<file path="src/rtl/icache_pkg.sv">
// Shared definitions for the instruction-cache front-end: refill FSM states
// and the address-field width helpers used by the fetch-stage modules.
package icache_pkg;

   typedef enum logic {
      IDLE   = 1'b0,
      REFILL = 1'b1
   } state_t;

   // Byte offset inside a 32-bit word; always dropped from fetch addresses.
   localparam int BYTE_W = 2;

   // Word-offset field width for a line of 'words' 32-bit words.
   function automatic int off_w(input int words);
      return $clog2(words);
   endfunction

   // Line-index field width for a cache of 'lines' lines.
   function automatic int idx_w(input int lines);
      return $clog2(lines);
   endfunction

   // Tag field width: whatever is left of the byte address above index/offset.
   function automatic int tag_w(input int addr_w, input int lines, input int words);
      return addr_w - $clog2(lines) - $clog2(words) - BYTE_W;
   endfunction

endpackage : icache_pkg

</file>
<file path="src/rtl/icache_refill_ctrl.sv">
// Refill controller: walks one cache line word-by-word over the backing-memory
// req/valid handshake and produces the write strobes for the tag/data arrays.
module icache_refill_ctrl
   import icache_pkg::*;
#(
   parameter  int ADDR_W = 32,
   parameter  int LINES  = 16,
   parameter  int WORDS  = 4,
   localparam int OFF_W  = off_w(WORDS),
   localparam int IDX_W  = idx_w(LINES),
   localparam int TAG_W  = tag_w(ADDR_W, LINES, WORDS),
   localparam int LINE_W = TAG_W + IDX_W
) (
   input  logic              Clk,
   input  logic              Rst,
   input  logic              start,
   input  logic [LINE_W-1:0] start_line,
   input  logic              Flush,
   input  logic              Mem_Valid,
   output logic              busy,
   output logic              Mem_Req,
   output logic [ADDR_W-1:0] Mem_Addr,
   output logic              wr_en,
   output logic [IDX_W-1:0]  wr_idx,
   output logic [OFF_W-1:0]  wr_off,
   output logic [TAG_W-1:0]  wr_tag,
   output logic              fill_done,
   output logic              fill_valid
);

   state_t            state_q, state_d;
   logic [OFF_W-1:0]  cnt_q, cnt_d;
   logic [LINE_W-1:0] line_q, line_d;
   logic              drop_q, drop_d;
   logic              last_word;

   assign last_word = (cnt_q == OFF_W'(WORDS - 1));

   // State register: synchronous reset abandons any refill in flight.
   always_ff @(posedge Clk) begin
      if (Rst) begin
         // NOTE: sequential state uses non-blocking assignments so every
         // register samples pre-edge values regardless of block ordering.
         state_q <= IDLE;
         cnt_q   <= '0;
         line_q  <= '0;
         drop_q  <= 1'b0;
      end else begin
         state_q <= state_d;
         cnt_q   <= cnt_d;
         line_q  <= line_d;
         drop_q  <= drop_d;
      end
   end

   // Next-state and handshake outputs.
   always_comb begin
      // NOTE: every signal gets a default before the case, so no path can
      // leave one unassigned and infer a latch.
      state_d    = state_q;
      cnt_d      = cnt_q;
      line_d     = line_q;
      drop_d     = drop_q;
      busy       = 1'b0;
      Mem_Req    = 1'b0;
      Mem_Addr   = '0;
      wr_en      = 1'b0;
      fill_done  = 1'b0;
      fill_valid = 1'b0;
      unique case (state_q)
         IDLE: begin
            if (start) begin
               state_d = REFILL;
               line_d  = start_line;
               cnt_d   = '0;
               drop_d  = 1'b0;
            end
         end
         REFILL: begin
            busy     = 1'b1;
            Mem_Req  = 1'b1;
            Mem_Addr = {line_q, cnt_q, 2'b00};
            if (Flush) drop_d = 1'b1;
            if (Mem_Valid) begin
               wr_en = 1'b1;
               cnt_d = cnt_q + 1'b1;
               if (last_word) begin
                  fill_done = 1'b1;
                  // A flush landing on the final word also leaves the line invalid.
                  fill_valid = ~drop_q & ~Flush;
                  state_d    = IDLE;
               end
            end
         end
         default: state_d = IDLE;
      endcase
   end

   assign wr_idx = line_q[IDX_W-1:0];
   assign wr_tag = line_q[LINE_W-1 -: TAG_W];
   assign wr_off = cnt_q;

endmodule : icache_refill_ctrl

</file>
<file path="src/rtl/inst_cache.sv">
// Direct-mapped instruction cache: combinational hit path into the fetch stage,
// Imiss stall while a line is refilled from the backing memory.
module inst_cache
   import icache_pkg::*;
#(
   parameter int ADDR_W = 32,
   parameter int LINES  = 16,
   parameter int WORDS  = 4
) (
   input  logic              Clk,
   input  logic              Rst,
   input  logic              En,
   input  logic [ADDR_W-1:0] Addr,
   input  logic              Flush,
   output logic [31:0]       Data,
   output logic              Imiss,
   output logic              Mem_Req,
   output logic [ADDR_W-1:0] Mem_Addr,
   input  logic [31:0]       Mem_Rdata,
   input  logic              Mem_Valid
);

   localparam int OFF_W = off_w(WORDS);
   localparam int IDX_W = idx_w(LINES);
   localparam int TAG_W = tag_w(ADDR_W, LINES, WORDS);

   logic [TAG_W-1:0] tag;
   logic [IDX_W-1:0] idx;
   logic [OFF_W-1:0] off;
   logic             addr_unused;

   logic [31:0]      data_q [LINES][WORDS];
   logic [TAG_W-1:0] tag_q  [LINES];
   logic [LINES-1:0] valid_q;
   logic [31:0]      last_q;

   logic             hit;
   logic             busy;
   logic             wr_en;
   logic [IDX_W-1:0] wr_idx;
   logic [OFF_W-1:0] wr_off;
   logic [TAG_W-1:0] wr_tag;
   logic             fill_done;
   logic             fill_valid;

   assign tag         = Addr[ADDR_W-1 -: TAG_W];
   assign idx         = Addr[IDX_W+OFF_W+1 : OFF_W+2];
   assign off         = Addr[OFF_W+1 : 2];
   assign addr_unused = ^Addr[1:0];

   // Lookups are only honoured while no refill is in flight.
   assign hit   = En & valid_q[idx] & (tag_q[idx] == tag) & ~busy;
   assign Imiss = En & ~hit;
   assign Data  = Rst ? 32'h0 : (hit ? data_q[idx][off] : last_q);

   icache_refill_ctrl #(
      .ADDR_W (ADDR_W),
      .LINES  (LINES),
      .WORDS  (WORDS)
   ) u_refill (
      .Clk        (Clk),
      .Rst        (Rst),
      .start      (En & ~hit & ~Flush),
      .start_line ({tag, idx}),
      .Flush      (Flush),
      .Mem_Valid  (Mem_Valid),
      .busy       (busy),
      .Mem_Req    (Mem_Req),
      .Mem_Addr   (Mem_Addr),
      .wr_en      (wr_en),
      .wr_idx     (wr_idx),
      .wr_off     (wr_off),
      .wr_tag     (wr_tag),
      .fill_done  (fill_done),
      .fill_valid (fill_valid)
   );

   // Valid bits: cleared by reset or flush, set when a line finishes filling.
   always_ff @(posedge Clk) begin
      if (Rst) begin
         valid_q <= '0;
      end else begin
         if (Flush) valid_q <= '0;
         if (fill_done) valid_q[wr_idx] <= fill_valid;
      end
   end

   // Tag and data arrays written by the refill controller.
   always_ff @(posedge Clk) begin
      // NOTE: the arrays carry no reset; a line is never read before its valid
      // bit is set, and leaving them unreset lets them map onto RAM.
      if (wr_en) data_q[wr_idx][wr_off] <= Mem_Rdata;
      if (fill_done) tag_q[wr_idx] <= wr_tag;
   end

   // Output holding register so Data stays put on misses and idle cycles.
   always_ff @(posedge Clk) begin
      if (Rst) last_q <= '0;
      else     last_q <= Data;
   end

endmodule : inst_cache

</file>
<file path="config.mk">
export PLATFORM = sky130hd
export DESIGN_NAME = inst_cache
export DESIGN_NICKNAME = d
export VERILOG_FILES = /design/src/rtl/icache_pkg.sv /design/src/rtl/icache_refill_ctrl.sv /design/src/rtl/inst_cache.sv
export SDC_FILE = /design/constraint.sdc
export NUM_CORES = 2
export LEC_CHECK = 0
export ABC_AREA = 0
export ABC_CLOCK_PERIOD_IN_PS = 3700
export BUFFER_PORTS_ARGS = -buffer_cell sky130_fd_sc_hd__buf_2
export CAP_MARGIN = 0
export CORE_AREA = 4 4 470 472
export DETAILED_ROUTE_END_ITERATION = 8
export DIE_AREA = 0 0 474 476
export GPL_TIMING_DRIVEN = 0
export PLACE_DENSITY_LB_ADDON = 0.05
export SYNTH_ARGS = -nofsm -noshare
export SYNTH_HDL_FRONTEND = slang
export SYNTH_SLANG_ARGS = --single-unit
</file>
<file path="constraint.sdc">
create_clock -name Clk -period 3.7 [get_ports Clk]
set_input_delay 0.37 -clock Clk [delete_from_list [all_inputs] [get_ports Clk]]
set_output_delay 0.37 -clock Clk [all_outputs]
set_load 0.01 [all_outputs]
</file>
# Word level (Yosys, flattened, before mapping)
# Memory sizes are Yosys's and may differ from the RTL's.
# Index checks and enable logic that the tools add are counted.
# classes
reduce_logical,5
n_eq_ne,5
add_sub_neg,1
bitwise,13
n_shift,0
mux,39
div,0
magnitude_cmp,6
mul,0
# op_table
cell,count
$mux W32,6
$mux W128,1
$bmux W32 S2,1
$demux W32 S2,1
$mux W16,3
$eq A24 B24 Y1,1
$mux W1,19
$bwmux W16,1
$lt A4 B5 Y1 const B,2
$and A1 B1 Y1,6
$ge A3 B3 Y1 const B,2
$not A2 Y3,2
$reduce_and A2 Y1,3
$not A1 Y1,5
$bmux W1 S4,1
$demux W1 S4,1
$ge A4 B1 Y1 const B,1
$mux W2,2
$ne A2 B2 Y1 const B,2
$pmux W1 S2,2
$pmux W2 S2,1
$lt A3 B1 Y1 const B,1
$add A2 B1 Y2 const B,1
$eq A2 B2 Y1 const B,1
2 further kinds,3
# totals
inputBits,69
rom_bits,0
reg_bits,80
wordCells,77
n_memories,2
latch_bits,0
output_inout_bits,66
mem_bits_rw,2432
# mem_list
name,depth,word_bits,rd,rd_ports_with_merged_regs,write_ports,line,source
data_q,16,128,1,0,1,inst_cache.sv:32,logic [31:0] data_q [LINES][WORDS];
tag_q,16,24,1,0,1,inst_cache.sv:33,logic [TAG_W-1:0] tag_q [LINES];

# Logic depth before layout (Yosys ltp)
# logic_depth
ltp_word,10
ltp_mapped,16
ltp_nobuf,9

# Hierarchy
# From an unflattened synthesis, not the netlist that was laid out.
# unflattened
cells_unflattened,4178
hier_area_um2,97628.6
# modules_own_cells
mod,area_each_um2,seq_area_each_um2,instances,cells_per_inst
inst_cache,96227.3,73991.0,1,4000
icache_refill_ctrl,1401.3,640.6,1,178

# Least setup slack after synthesis
# Ideal clock, no wire load.
# synth_timing
path_type,input to output
start,in Addr[4]
end,out Data[11]
arrival_ps,3525
t_required_ps,3330
path_buffers,6
slack_ps,-195
cell_stages,11
cell_sequence,buf_4 buf_4 buf_4 buf_2 buf_2 buf_1 mux4_2 mux4_2 mux4_2 mux2i_1 nor2_1
# synth_via
elab_chain_cells,7
word_cells_on_any_way,13
classes_between,eq/ne: 1; mux: 7; bitwise: 3; memory: 2
# synth_rtl
element,line,source
from (decl),inst_cache.sv:13,"input logic [ADDR_W-1:0] Addr,"
"parallel branches: the longest is 5 deep, another holds $mem_v2 Z16 W24",n/a,
$mux W32 (*) (2 in series),inst_cache.sv:54,assign Data = Rst ? 32'h0 : (hit ? data_q[idx][off] : last_q);
to (decl),inst_cache.sv:15,"output logic [31:0] Data,"
# Mark *: on every way between the ends. The select of a mux whose other input is x is not followed.

# Worst setup path in the final report
# layout_timing
start,mem tag_q[0][19] in the netlist's numbering
end,out Data[22]
# layout_via
elab_chain_cells,6
# layout_rtl
element,line,source
from (decl),inst_cache.sv:33,
$mem_v2 Z16 W24,n/a,
$eq A24 B24 Y1,inst_cache.sv:52,assign hit = En & valid_q[idx] & (tag_q[idx] == tag) & ~busy;
$and A1 B1 Y1 (2 in series),inst_cache.sv:52,
$mux W32 (2 in series),inst_cache.sv:54,
# Every way passes these cells.

==> impl_metrics.csv <==
group,metric,value,unit
sta,final.setup_skew,0.0500,ns
yosys,yosysMostFrequentCell,"edfxtp_1",
sta,postLayoutSetupSlackWorst,-1.28,ns
yosys,synth.avg_cell_area,23.1,um^2
pwr,p_comb_frac,0.051,
drt,drtPass1Iterations,5,
grt,grt_pass1_wl,414000,um
floorplanning,die_y,476,um
setup_path,critPathCaptureType,"output pin",
yosys,synth_ff_type,"edfxtp_1",
run_status,outcome,"finished, violations left",
grt,grt_pass1_vias,48500,
pwr,p_seq_frac,0.512,
setup_path,cp.required,3.33,ns
placed_design,io_buffers,124,
yosys,netlist_instances,4196,
placed_design,place_congestion,0.833,
floorplanning,rows,171,
drt,via_per_inst,6.18,
clocking,h-tree-depth,5,
drt,drtIter0Drc,6335,
sta,period_needed,4.98,ns
drt,ant_nets,0,
layout,syn_to_final_growth,19.1,%
worst_hold_path,min_path_type,"in -> reg",
pwr,p_leak,36.6,nW
drt,vias,48800,
yosys,async_flop_share,0,
layout,nets,4921,
pwr,finalPower,61.1,mW
floorplanning,start_util,0.448,
yosys,synth_edf_count,2432,
grt,grt_max_degree,65,
clocking,cts.sinks,2512,
yosys,syn-cell-area,97000,um^2
sta,worstMarginPinSlew,1.55,ns
pwr,power_density,529,nW/um^2
pwr,internal-power,48.2,mW
sta,setup_viol,33,
yosys,synthDistinctLibCells,59,
drt,drcViolationCount,0,
clocking,max-clock-path-buffers,4,
grt,track_usage,0.269,
setup_path,crit_type,"reg -> out",
pwr,p_sw,12.9,mW
yosys,ys_ff_latch,2512,
clocking,cts_tree,"done",
sta,hold_violations,0,
flow_run,max_cap_violations,1,
yosys,yosysWarningCount,0,
drt,avgRoutedWirePerCell,38.3,um
floorplanning,die_area,226000,um^2
pwr,pwr-share-clk,0.437,
yosys,synthTopCellsByCount,"2432 x edfxtp_1, 730 x mux4_2, 160 x nor2_1",
floorplanning,die_w,474,um
yosys,netlist_top_cells_area,"edfxtp_1 75%, mux4_2 17%, dfxtp_1 1.7%",
pwr,vdd_ir_drop_max,584,uV
setup_path,cp.arrival,4.61,ns
yosys,yosys.area.top_type,"edfxtp_1",
sta,slew_headroom,-0.0346,
sta,rsz0062_at_grt,"true",
floorplanning,ioPinCount,135,
sta,period_share,1.35,
clocking,numCtsBuffers,285,
setup_path,start_kind,"flip-flop",
drt,wl,303000,um
grt,overflow,0,
yosys,yosys.area.top_type_share,0.753,
pwr,swShare,0.212,
layout,layout-drive-gt1-share,0.353,
yosys,yosysSeqAreaShare,0.770,
clocking,clk_pin_slew_worst_paths,0.06,ns
placed_design,post-place-ws,-3.22,ns
floorplanning,coreArea,217000,um^2
placed_design,dpl.hpwl,195000,um
sta,fmax,0.201,GHz
clocking,cts_root_buf,"clkbuf_16",
setup_path,worstPathMaxFanout,8,
grt,antenna_found_initial,13,
run_status,violations,"capacitance limit, slew limit, setup timing",
clocking,clock_latency,0.94,ns
sta,slew_viol_final,11,
-- critical path, stage by stage, from the launching register on --
cell	delay (ns)
edfxtp_1	0.37
mux4_2	0.46
mux2i_1	0.47
o21ai_0	0.33
o32ai_1	0.31
nand3_1	0.16
or4_4	0.53
buf_12	0.17
buf_16	0.18
mux2i_2	0.18
nor2_2	0.32
buf_2	0.21
-- path summary, 6_finish.rpt --
kind	from	cells past startpoint	slack, ns	end
max	tag_q[0][19]$_DFFE_PP_	11	-1.28	Data[22]
min	Rst	3	0.14	u_refill.line_q[27]$_SDFFE_PP0P_
max reg2reg	tag_q[0][19]$_DFFE_PP_	12	0.04	last_q[29]$_SDFF_PP0_
min reg2reg	valid_q[7]$_SDFF_PP0_	2	0.48	valid_q[7]$_SDFF_PP0_
-- metrics by stage --
step / utilization / hold slack [ns] / setup TNS [ns] / std cells / instance area [um^2]
2_1_floorplan: - / 0.450 / 0 / 4197 / 97000
3_3_place_gp: 0.468 / 0.464 / -5974.24 / 7175 / 101000
3_5_place_dp: 0.482 / 0.471 / -256.88 / 7289 / 104000
4_1_cts: 0.530 / 0.0779 / -43.64 / 7870 / 115000
5_1_grt: 0.533 / 0.166 / -41.65 / 7899 / 115000
6_report: 0.533 / 0.140 / -38.21 / 7904 / 115000
-- placed cells by master, fill, tap and decap left out, types with 17 or more instances in the layout --
| cell type | Yosys | layout |
|---|---|---|
| buf_12 | 0 | 122 |
| nor2_4 | 0 | 93 |
| buf_4 | 25 | 120 |
| clkbuf_2 | 0 | 25 |
| and2_1 | 35 | 34 |
| o21ai_0 | 32 | 31 |
| nor2_1 | 160 | 59 |
| buf_2 | 80 | 141 |
| nand2b_1 | 60 | 60 |
| dfxtp_1 | 80 | 80 |
| clkbuf_16 | 0 | 293 |
| bufinv_16 | 0 | 18 |
| clkinv_2 | 0 | 30 |
| clkbuf_1 | 82 | 105 |
| buf_6 | 7 | 57 |
| mux4_2 | 730 | 730 |
| clkbuf_4 | 0 | 31 |
| or3_1 | 18 | 18 |
| mux2i_4 | 0 | 17 |
| nand2_1 | 38 | 38 |
| a21oi_1 | 37 | 36 |
| clkinv_1 | 0 | 57 |
| dlygate4sd3_1 | 0 | 27 |
| mux2i_1 | 153 | 121 |
| edfxtp_1 | 2432 | 2432 |
| buf_16 | 0 | 26 |
-- state kept, by name, summed over array words and instances, names as in the netlist --
name and flops:
u_refill.wr_off 2, data_q 2048, u_refill.line_q 28, u_refill.state_q 1, valid_q 16, last_q 32, tag_q 384, u_refill.drop_q 1
-- what timing repair did --
item / 4_1_cts / 5_1_grt
endpoints found under the setup margin: 637 / 434
hold endpoints to repair: 28 / 0
buffers inserted: 75 / 25
hold buffers: 27 / 0
resized for setup: 236 / 101
pin swaps: 42 / 19
-- logic make-up (layout without fill, tap and decap cells) --
logic type      count (synthesis)  count (layout)  share of synthesized area
compound gates                137             137                    0.00948
mux                           895             895                      0.187
buf+inv                       244            1087                     0.0120
simple gates                  374             374                     0.0190
other cells                     1              12                  0.0000387
xor+xnor                       29              29                    0.00262
flops                        2512            2512                      0.770
fa+ha+maj                       4               4                   0.000516
-- routing by layer --
metal	share of wire	vias to the layer above	GRT usage
met4	0.026	6	0.0678
met5	0.00011	-	0
met3	0.075	420	0.0416
met1	0.42	27000	0.390
li1	-	19200	-
met2	0.48	2239	0.434
-- power groups by stage --
stage	Sequential [mW]	Combinational (mW)	Clock [mW]
3_3_place_gp	31.9	2.95	0
5_1_grt	31.3	3.24	28.5
3_5_place_dp	31.9	3.00	0
6_report	31.3	3.10	26.7
2_1_floorplan	31.8	1.57	0
4_1_cts	31.3	3.10	27.2
-- final cells by class --
cell class	instances	area [um^2]
fillers	16500	101000
flip-flops and latches	2512	74600
multi-input cells	1441	22200
clock buffers	371	7700
repair buffers	364	4580
well taps	2854	3570
plain buffers	235	1770
clock inverters	108	928
inverters	9	33.8
diodes	10	25.0
Power figures use the tool's default switching activity.
